<file path="config.mk">
export PLATFORM = sky130hd
export DESIGN_NAME = alu_seq_unit
export DESIGN_NICKNAME = d
export VERILOG_FILES = /design/src/rtl/alu_seq_unit.sv
export SDC_FILE = /design/constraint.sdc
export NUM_CORES = 1
export LEC_CHECK = 0
export BUFFER_PORTS_ARGS = -buffer_cell sky130_fd_sc_hd__buf_2
export CAP_MARGIN = 20
export CORE_MARGIN = 5
export CORE_UTILIZATION = 50
export CTS_BUF_LIST = sky130_fd_sc_hd__clkbuf_8 sky130_fd_sc_hd__clkbuf_16
export DETAILED_ROUTE_END_ITERATION = 10
export PLACE_DENSITY = 0.7
export SKIP_LAST_GASP = 1
export SLEW_MARGIN = 20
export SYNTH_ARGS = -nofsm -noshare
export SYNTH_HDL_FRONTEND = slang
export SYNTH_SLANG_ARGS = --single-unit
</file>
<file path="constraint.sdc">
create_clock -name CLK -period 9.2 [get_ports CLK]
set_input_delay 1.84 -clock CLK [delete_from_list [all_inputs] [get_ports CLK]]
set_output_delay 1.84 -clock CLK [all_outputs]
set_load 0.03 [all_outputs]
</file>
<file path="src/rtl/alu_seq_unit.sv">
`default_nettype none
// ============================================================================
//  Module      : alu_seq_unit
//  Description : Registered ALU with start/done handshake. AND/OR/XOR/ADD/SUB
//                complete in one cycle. Shifts (SLL/SRA/SRL) step one bit per
//                cycle unless ALU_FAST_SHIFT_EN is defined, which selects a
//                single-cycle barrel shifter and removes the SHIFT state.
//                Result and {N,Z,C,V} flags are registered together and
//                announced with a one-cycle DONE pulse.
//  Options     : ALU_FAST_SHIFT_EN (undefined = iterative shifter)
//  Revision    : 1.0 - initial release
// ============================================================================
module alu_seq_unit #(
    parameter int WIDTH = 32
) (
    input  logic             CLK,
    input  logic             RST,
    input  logic             START,
    input  logic [2:0]       ALUSEL,
    input  logic [WIDTH-1:0] A,
    input  logic [WIDTH-1:0] B,
    output logic             BUSY,
    output logic             DONE,
    output logic [WIDTH-1:0] ALUOut,
    output logic [3:0]       FLAGS
);

    localparam int SHW = $clog2(WIDTH);

    localparam logic [2:0] c_OP_AND = 3'b000;
    localparam logic [2:0] c_OP_OR  = 3'b001;
    localparam logic [2:0] c_OP_SUB = 3'b010;
    localparam logic [2:0] c_OP_ADD = 3'b011;
    localparam logic [2:0] c_OP_SLL = 3'b100;
    localparam logic [2:0] c_OP_SRA = 3'b101;
    localparam logic [2:0] c_OP_SRL = 3'b110;
    localparam logic [2:0] c_OP_XOR = 3'b111;

    // Pack {N,Z,C,V} from a result and its carry/overflow bits
    function automatic logic [3:0] f_flags(input logic [WIDTH-1:0] res,
                                           input logic             c,
                                           input logic             v);
        f_flags = {res[WIDTH-1], (res == '0), c, v};
    endfunction

    logic [SHW-1:0]   w_n;
    logic [WIDTH:0]   w_sum;
    logic [WIDTH:0]   w_diff;
    logic [WIDTH-1:0] w_res;
    logic             w_c;
    logic             w_v;

    logic [WIDTH-1:0] r_result;
    logic [3:0]       r_flags;
    logic             r_done;

    assign w_n    = B[SHW-1:0];
    assign w_sum  = {1'b0, A} + {1'b0, B};
    assign w_diff = {1'b0, A} + {1'b0, ~B} + {{WIDTH{1'b0}}, 1'b1};

`ifdef ALU_FAST_SHIFT_EN

    // Extra bit below/above the operand catches the last bit shifted out;
    // for a zero shift that bit stays 0, which is the required carry.
    logic [WIDTH:0] w_lext;
    logic [WIDTH:0] w_rext;

    // Single-cycle result for every operation, barrel shifter included
    always_comb begin
        w_res  = '0;
        w_c    = 1'b0;
        w_v    = 1'b0;
        w_lext = '0;
        w_rext = '0;
        case (ALUSEL)
            c_OP_AND: w_res = A & B;
            c_OP_OR:  w_res = A | B;
            c_OP_XOR: w_res = A ^ B;
            c_OP_ADD: begin
                w_res = w_sum[WIDTH-1:0];
                w_c   = w_sum[WIDTH];
                w_v   = (A[WIDTH-1] == B[WIDTH-1]) && (w_sum[WIDTH-1] != A[WIDTH-1]);
            end
            c_OP_SUB: begin
                w_res = w_diff[WIDTH-1:0];
                w_c   = w_diff[WIDTH];
                w_v   = (A[WIDTH-1] != B[WIDTH-1]) && (w_diff[WIDTH-1] != A[WIDTH-1]);
            end
            c_OP_SLL: begin
                w_lext = {1'b0, A} << w_n;
                w_res  = w_lext[WIDTH-1:0];
                w_c    = w_lext[WIDTH];
            end
            c_OP_SRA: begin
                w_rext = $signed({A, 1'b0}) >>> w_n;
                w_res  = w_rext[WIDTH:1];
                w_c    = w_rext[0];
            end
            default: begin
                w_rext = {A, 1'b0} >> w_n;
                w_res  = w_rext[WIDTH:1];
                w_c    = w_rext[0];
            end
        endcase
    end

    // Every accepted request completes on the capturing edge
    always_ff @(posedge CLK) begin
        if (RST) begin
            r_result <= '0;
            r_flags  <= '0;
            r_done   <= 1'b0;
        end else begin
            r_done <= START;
            if (START) begin
                r_result <= w_res;
                r_flags  <= f_flags(w_res, w_c, w_v);
            end
        end
    end

    assign BUSY = 1'b0;

`else

    typedef enum logic [0:0] {
        S_IDLE  = 1'b0,
        S_SHIFT = 1'b1
    } state_t;

    // One-bit shift step: returns {bit shifted out, shifted value}
    function automatic logic [WIDTH:0] f_step(input logic [2:0]       op,
                                              input logic [WIDTH-1:0] val);
        case (op)
            c_OP_SLL: f_step = {val[WIDTH-1], val[WIDTH-2:0], 1'b0};
            c_OP_SRA: f_step = {val[0], val[WIDTH-1], val[WIDTH-1:1]};
            default:  f_step = {val[0], 1'b0, val[WIDTH-1:1]};
        endcase
    endfunction

    state_t           r_state;
    logic [SHW-1:0]   r_cnt;
    logic [WIDTH-1:0] r_work;
    logic [2:0]       r_op;
    logic             w_is_shift;
    logic [WIDTH:0]   w_step;
    logic [WIDTH:0]   w_first;

    assign w_is_shift = ALUSEL[2] && (ALUSEL != c_OP_XOR);
    assign w_first    = f_step(ALUSEL, A);
    assign w_step     = f_step(r_op, r_work);

    // Result of the capturing edge; for long shifts this is the first step
    always_comb begin
        w_res = '0;
        w_c   = 1'b0;
        w_v   = 1'b0;
        case (ALUSEL)
            c_OP_AND: w_res = A & B;
            c_OP_OR:  w_res = A | B;
            c_OP_XOR: w_res = A ^ B;
            c_OP_ADD: begin
                w_res = w_sum[WIDTH-1:0];
                w_c   = w_sum[WIDTH];
                w_v   = (A[WIDTH-1] == B[WIDTH-1]) && (w_sum[WIDTH-1] != A[WIDTH-1]);
            end
            c_OP_SUB: begin
                w_res = w_diff[WIDTH-1:0];
                w_c   = w_diff[WIDTH];
                w_v   = (A[WIDTH-1] != B[WIDTH-1]) && (w_diff[WIDTH-1] != A[WIDTH-1]);
            end
            default: begin
                if (w_n == '0) begin
                    w_res = A;
                end else begin
                    w_res = w_first[WIDTH-1:0];
                    w_c   = w_first[WIDTH];
                end
            end
        endcase
    end

    // Control FSM: capture in IDLE, step the work register in SHIFT
    always_ff @(posedge CLK) begin
        if (RST) begin
            r_state  <= S_IDLE;
            r_cnt    <= '0;
            r_work   <= '0;
            r_op     <= '0;
            r_result <= '0;
            r_flags  <= '0;
            r_done   <= 1'b0;
        end else begin
            r_done <= 1'b0;
            case (r_state)
                S_IDLE: begin
                    if (START) begin
                        r_op <= ALUSEL;
                        if (w_is_shift && (w_n > SHW'(1))) begin
                            r_work  <= w_res;
                            r_cnt   <= w_n - SHW'(1);
                            r_state <= S_SHIFT;
                        end else begin
                            r_result <= w_res;
                            r_flags  <= f_flags(w_res, w_c, w_v);
                            r_done   <= 1'b1;
                        end
                    end
                end
                S_SHIFT: begin
                    r_work <= w_step[WIDTH-1:0];
                    r_cnt  <= r_cnt - SHW'(1);
                    // Final step: publish the result and the last bit out
                    if (r_cnt == SHW'(1)) begin
                        r_result <= w_step[WIDTH-1:0];
                        r_flags  <= f_flags(w_step[WIDTH-1:0], w_step[WIDTH], 1'b0);
                        r_done   <= 1'b1;
                        r_state  <= S_IDLE;
                    end
                end
                default: r_state <= S_IDLE;
            endcase
        end
    end

    assign BUSY = (r_state == S_SHIFT);

`endif

    assign DONE   = r_done;
    assign ALUOut = r_result;
    assign FLAGS  = r_flags;

endmodule
`default_nettype wire

</file>
==> flow_summary.json <==
{
  "routed_via_density": 6.33,
  "die_x_um": 153,
  "fill_cells": 2021,
  "synthArstFlopShare_pct": 0,
  "n_antenna_cell": 0,
  "critPathLaunchType": "primary input",
  "fin_tns_setup_ns": 0,
  "post_cts_resized": 0,
  "totalWireLength_um": 37400,
  "min_period_ns": 5.76,
  "grt_first_pass_wirelength_um": 58600,
  "critPathMaxFanout": 10,
  "synth_area_per_cell_sq_um": 6.57,
  "drc": 0,
  "rrSetupSlack_ns": 5.77,
  "max-cap-violations": 0,
  "finalCritPeriodShare_pct": 62.6,
  "drt_iter0_drc": 1144,
  "ys_seq_area_share_pct": 15.1,
  "ir_worst_vdd_mv": 0.162,
  "setup_viol": 0,
  "fin_util_pct": 55.2,
  "outcome": "finished, final reports clean",
  "placementRows": 52,
  "fp.dieH_um": 153,
  "hp-start": "ALUOut[26]",
  "grt_usage_pct": 30.1,
  "endpoint_kind": "register",
  "cts_sinks": 77,
  "overflow": 0,
  "htree_levels": 3,
  "synth-warning-count": 0,
  "crit_required_ns": 9.39,
  "area_delta_synth_final_pct": 8.85,
  "highest_layer": "met5",
  "syn_nets": 1729,
  "pwr_density_cell_mw_per_mm2": 126,
  "hold_buffers": 0,
  "critical_path.reg2reg.endpoint": "FLAGS[2]",
  "place.gp.congestion": 1.00,
  "whs_path_depth": 2,
  "cts_buffers": 9,
  "wl_met1_um": 16400,
  "ant_nets": 0,
  "r2r_cells": 11,
  "grt_pass1_vias": 10700,
  "tightest_slew_ns": 0.994,
  "netlist-cell-type-count": 82,
  "yosys_most_used_dff": "dfxtp_1",
  "routedWlPerCell_um": 20.1,
  "slew_violations": 0,
  "ios": 108,
  "fin_skew_ns": 0.00416,
  "worstHoldEndpoint": "ALUOut[26]",
  "die-area_sq_mm": 0.0234,
  "dp_hpwl_um": 27700,
  "fmax_ghz": 0.174,
  "regToRegStartpoint": "BUSY",
  "first_pass_iters": 6,
  "core_sq_mm": 0.0202,
  "nets": 1756,
  "floorplan.initialDensity_pct": 50.7,
  "netlist_area_sq_mm": 0.0102,
  "criticalPathCategory": "in2reg",
  "rsz0062_at_grt": "no",
  "cts_setup_buffers": 0,
  "hold_viol_final": 0,
  "clock-root-buffer": "clkbuf_16",
  "drive_gt1_share_pct": 11.1,
  "io_buffers": 107,
  "grt_max_degree": 78,
  "p_leak_nw": 4.89,
  "relSlewSlack_pct": 33.6,
  "ys_ff_latch": 77,
  "clkTransAtPathRegs_ns": 0.06,
  "clkLatencyLatePin_ns": 0.33,
  "synth_edf_count": 0,
  "route.met2.wl_um": 16300,
  "arrival_ns": 5.96,
  "met3_wirelength_um": 3510,
  "synthCells": 1557,
  "vias": 11800,
  "antenna_found_initial": 1,
  "clockBufferDepth": 2,
  "cts_tree": "built",
  "min_path_type": "reg2reg"
}
==> worst max-delay path by stage <==
| stage | slack [ns] | endpoint | from | depth (start not counted) |
|---|---|---|---|---|
| finish | 3.44 | r_work[31] | B[4] | 14 |
| global route | 3.14 | FLAGS[2] | ALUSEL[0] | 13 |
| CTS | 3.17 | FLAGS[2] | ALUSEL[0] | 13 |
| detailed placement | 2.82 | FLAGS[2] | ALUSEL[0] | 13 |
| global placement | 3.03 | FLAGS[2] | ALUSEL[0] | 13 |
| floorplan | 4.13 | FLAGS[2] | B[1] | 13 |
==> metrics by stage <==
step           cells  hold slack, ns  total power (W)  cell area [sq um]  setup WS, ns
2_1_floorplan   1557           0.451         0.000832              10200          4.13
3_3_place_gp    1843           0.438          0.00101              10800          3.03
3_5_place_dp    1843           0.441          0.00101              10800          2.82
4_1_cts         1859           0.449          0.00139              11100          3.17
5_1_grt         1859           0.465          0.00148              11100          3.14
6_report        1859           0.447          0.00140              11100          3.44
==> final cells by class <==
cell class | instances | area, sq um | area share (%)
well taps | 270 | 338 | 3.03
clock inverters | 4 | 53.8 | 0.483
clock buffers | 12 | 267 | 2.39
inverters | 106 | 398 | 3.57
flip-flops and latches | 77 | 1540 | 13.9
repair buffers | 122 | 648 | 5.82
multi-input cells | 1268 | 7890 | 70.8
==> Yosys cell counts, types with 15 or more instances <==
library cell	n	share of area, %
a21o_1	19	1.4
o211ai_1	17	1.2
a21oi_1	167	8.2
nor2b_1	15	0.92
o21a_1	18	1.3
o21ai_0	115	5.6
a211oi_1	18	1.3
nand3_1	26	1.3
a31oi_1	20	1.2
nand2_1	258	9.5
inv_1	105	3.9
nor3_1	40	2.0
clkbuf_1	80	2.9
ha_1	100	12
mux2i_1	26	2.5
nor2_1	151	5.5
dfxtp_1	77	15
nor4_1	18	1.1
and3_1	22	1.3
==> worst max-delay path: stages <==
cell and delay [ns]:
buf_2 0.13, inv_1 0.11, ha_1 0.48, inv_1 0.15, a221oi_1 0.47, a211oi_1 0.19, nor3_1 0.56, o211ai_1 0.38
a21oi_1 0.40, o21ai_0 0.22, nor2b_1 0.19, nor4_1 0.54, a2bb2oi_1 0.24, nor2_1 0.05
==> placed cells by master, fill, tap and decap left out, drive strengths merged, types with 22 or more instances in the layout <==
cell type    n
dfxtp       77
nand3       27
nor3        40
and3        22
nand2      258
nor2       151
buf        122
o21ai      122
inv        106
a21oi      167
ha         100
mux2i       26
==> kinds of logic (layout without fill, tap and decap cells) <==
| family | count (synthesis) | after routing | share of synthesized area (%) |
|---|---|---|---|
| flops | 77 | 77 | 15.1 |
| buf+inv | 212 | 244 | 8.22 |
| xor+xnor | 15 | 15 | 1.28 |
| compound gates | 526 | 526 | 33.3 |
| fa+ha+maj | 102 | 102 | 12.6 |
| mux | 34 | 34 | 3.42 |
| simple gates | 591 | 591 | 26.0 |
==> registers in the layout, summed over array words and instances (netlist names) <==
register and cells:
r_cnt 5, BUSY 1, r_work 32, ALUOut 32
DONE 1, FLAGS 3, r_op 3
==> power breakdown <==
| part | switching, W | internal (W) |
|---|---|---|
| clock | 0.000137 | 0.000233 |
| combinational | 0.000423 | 0.000218 |
| sequential | 0.0000241 | 0.000363 |
==> metal layers <==
layer,vias to the layer above,GRT usage [%]
met2,591,46.2
met3,89,5.06
met1,5454,42.9
met5,-,0
met4,2,9.76
li1,5624,-
Power figures use the tool's default switching activity.
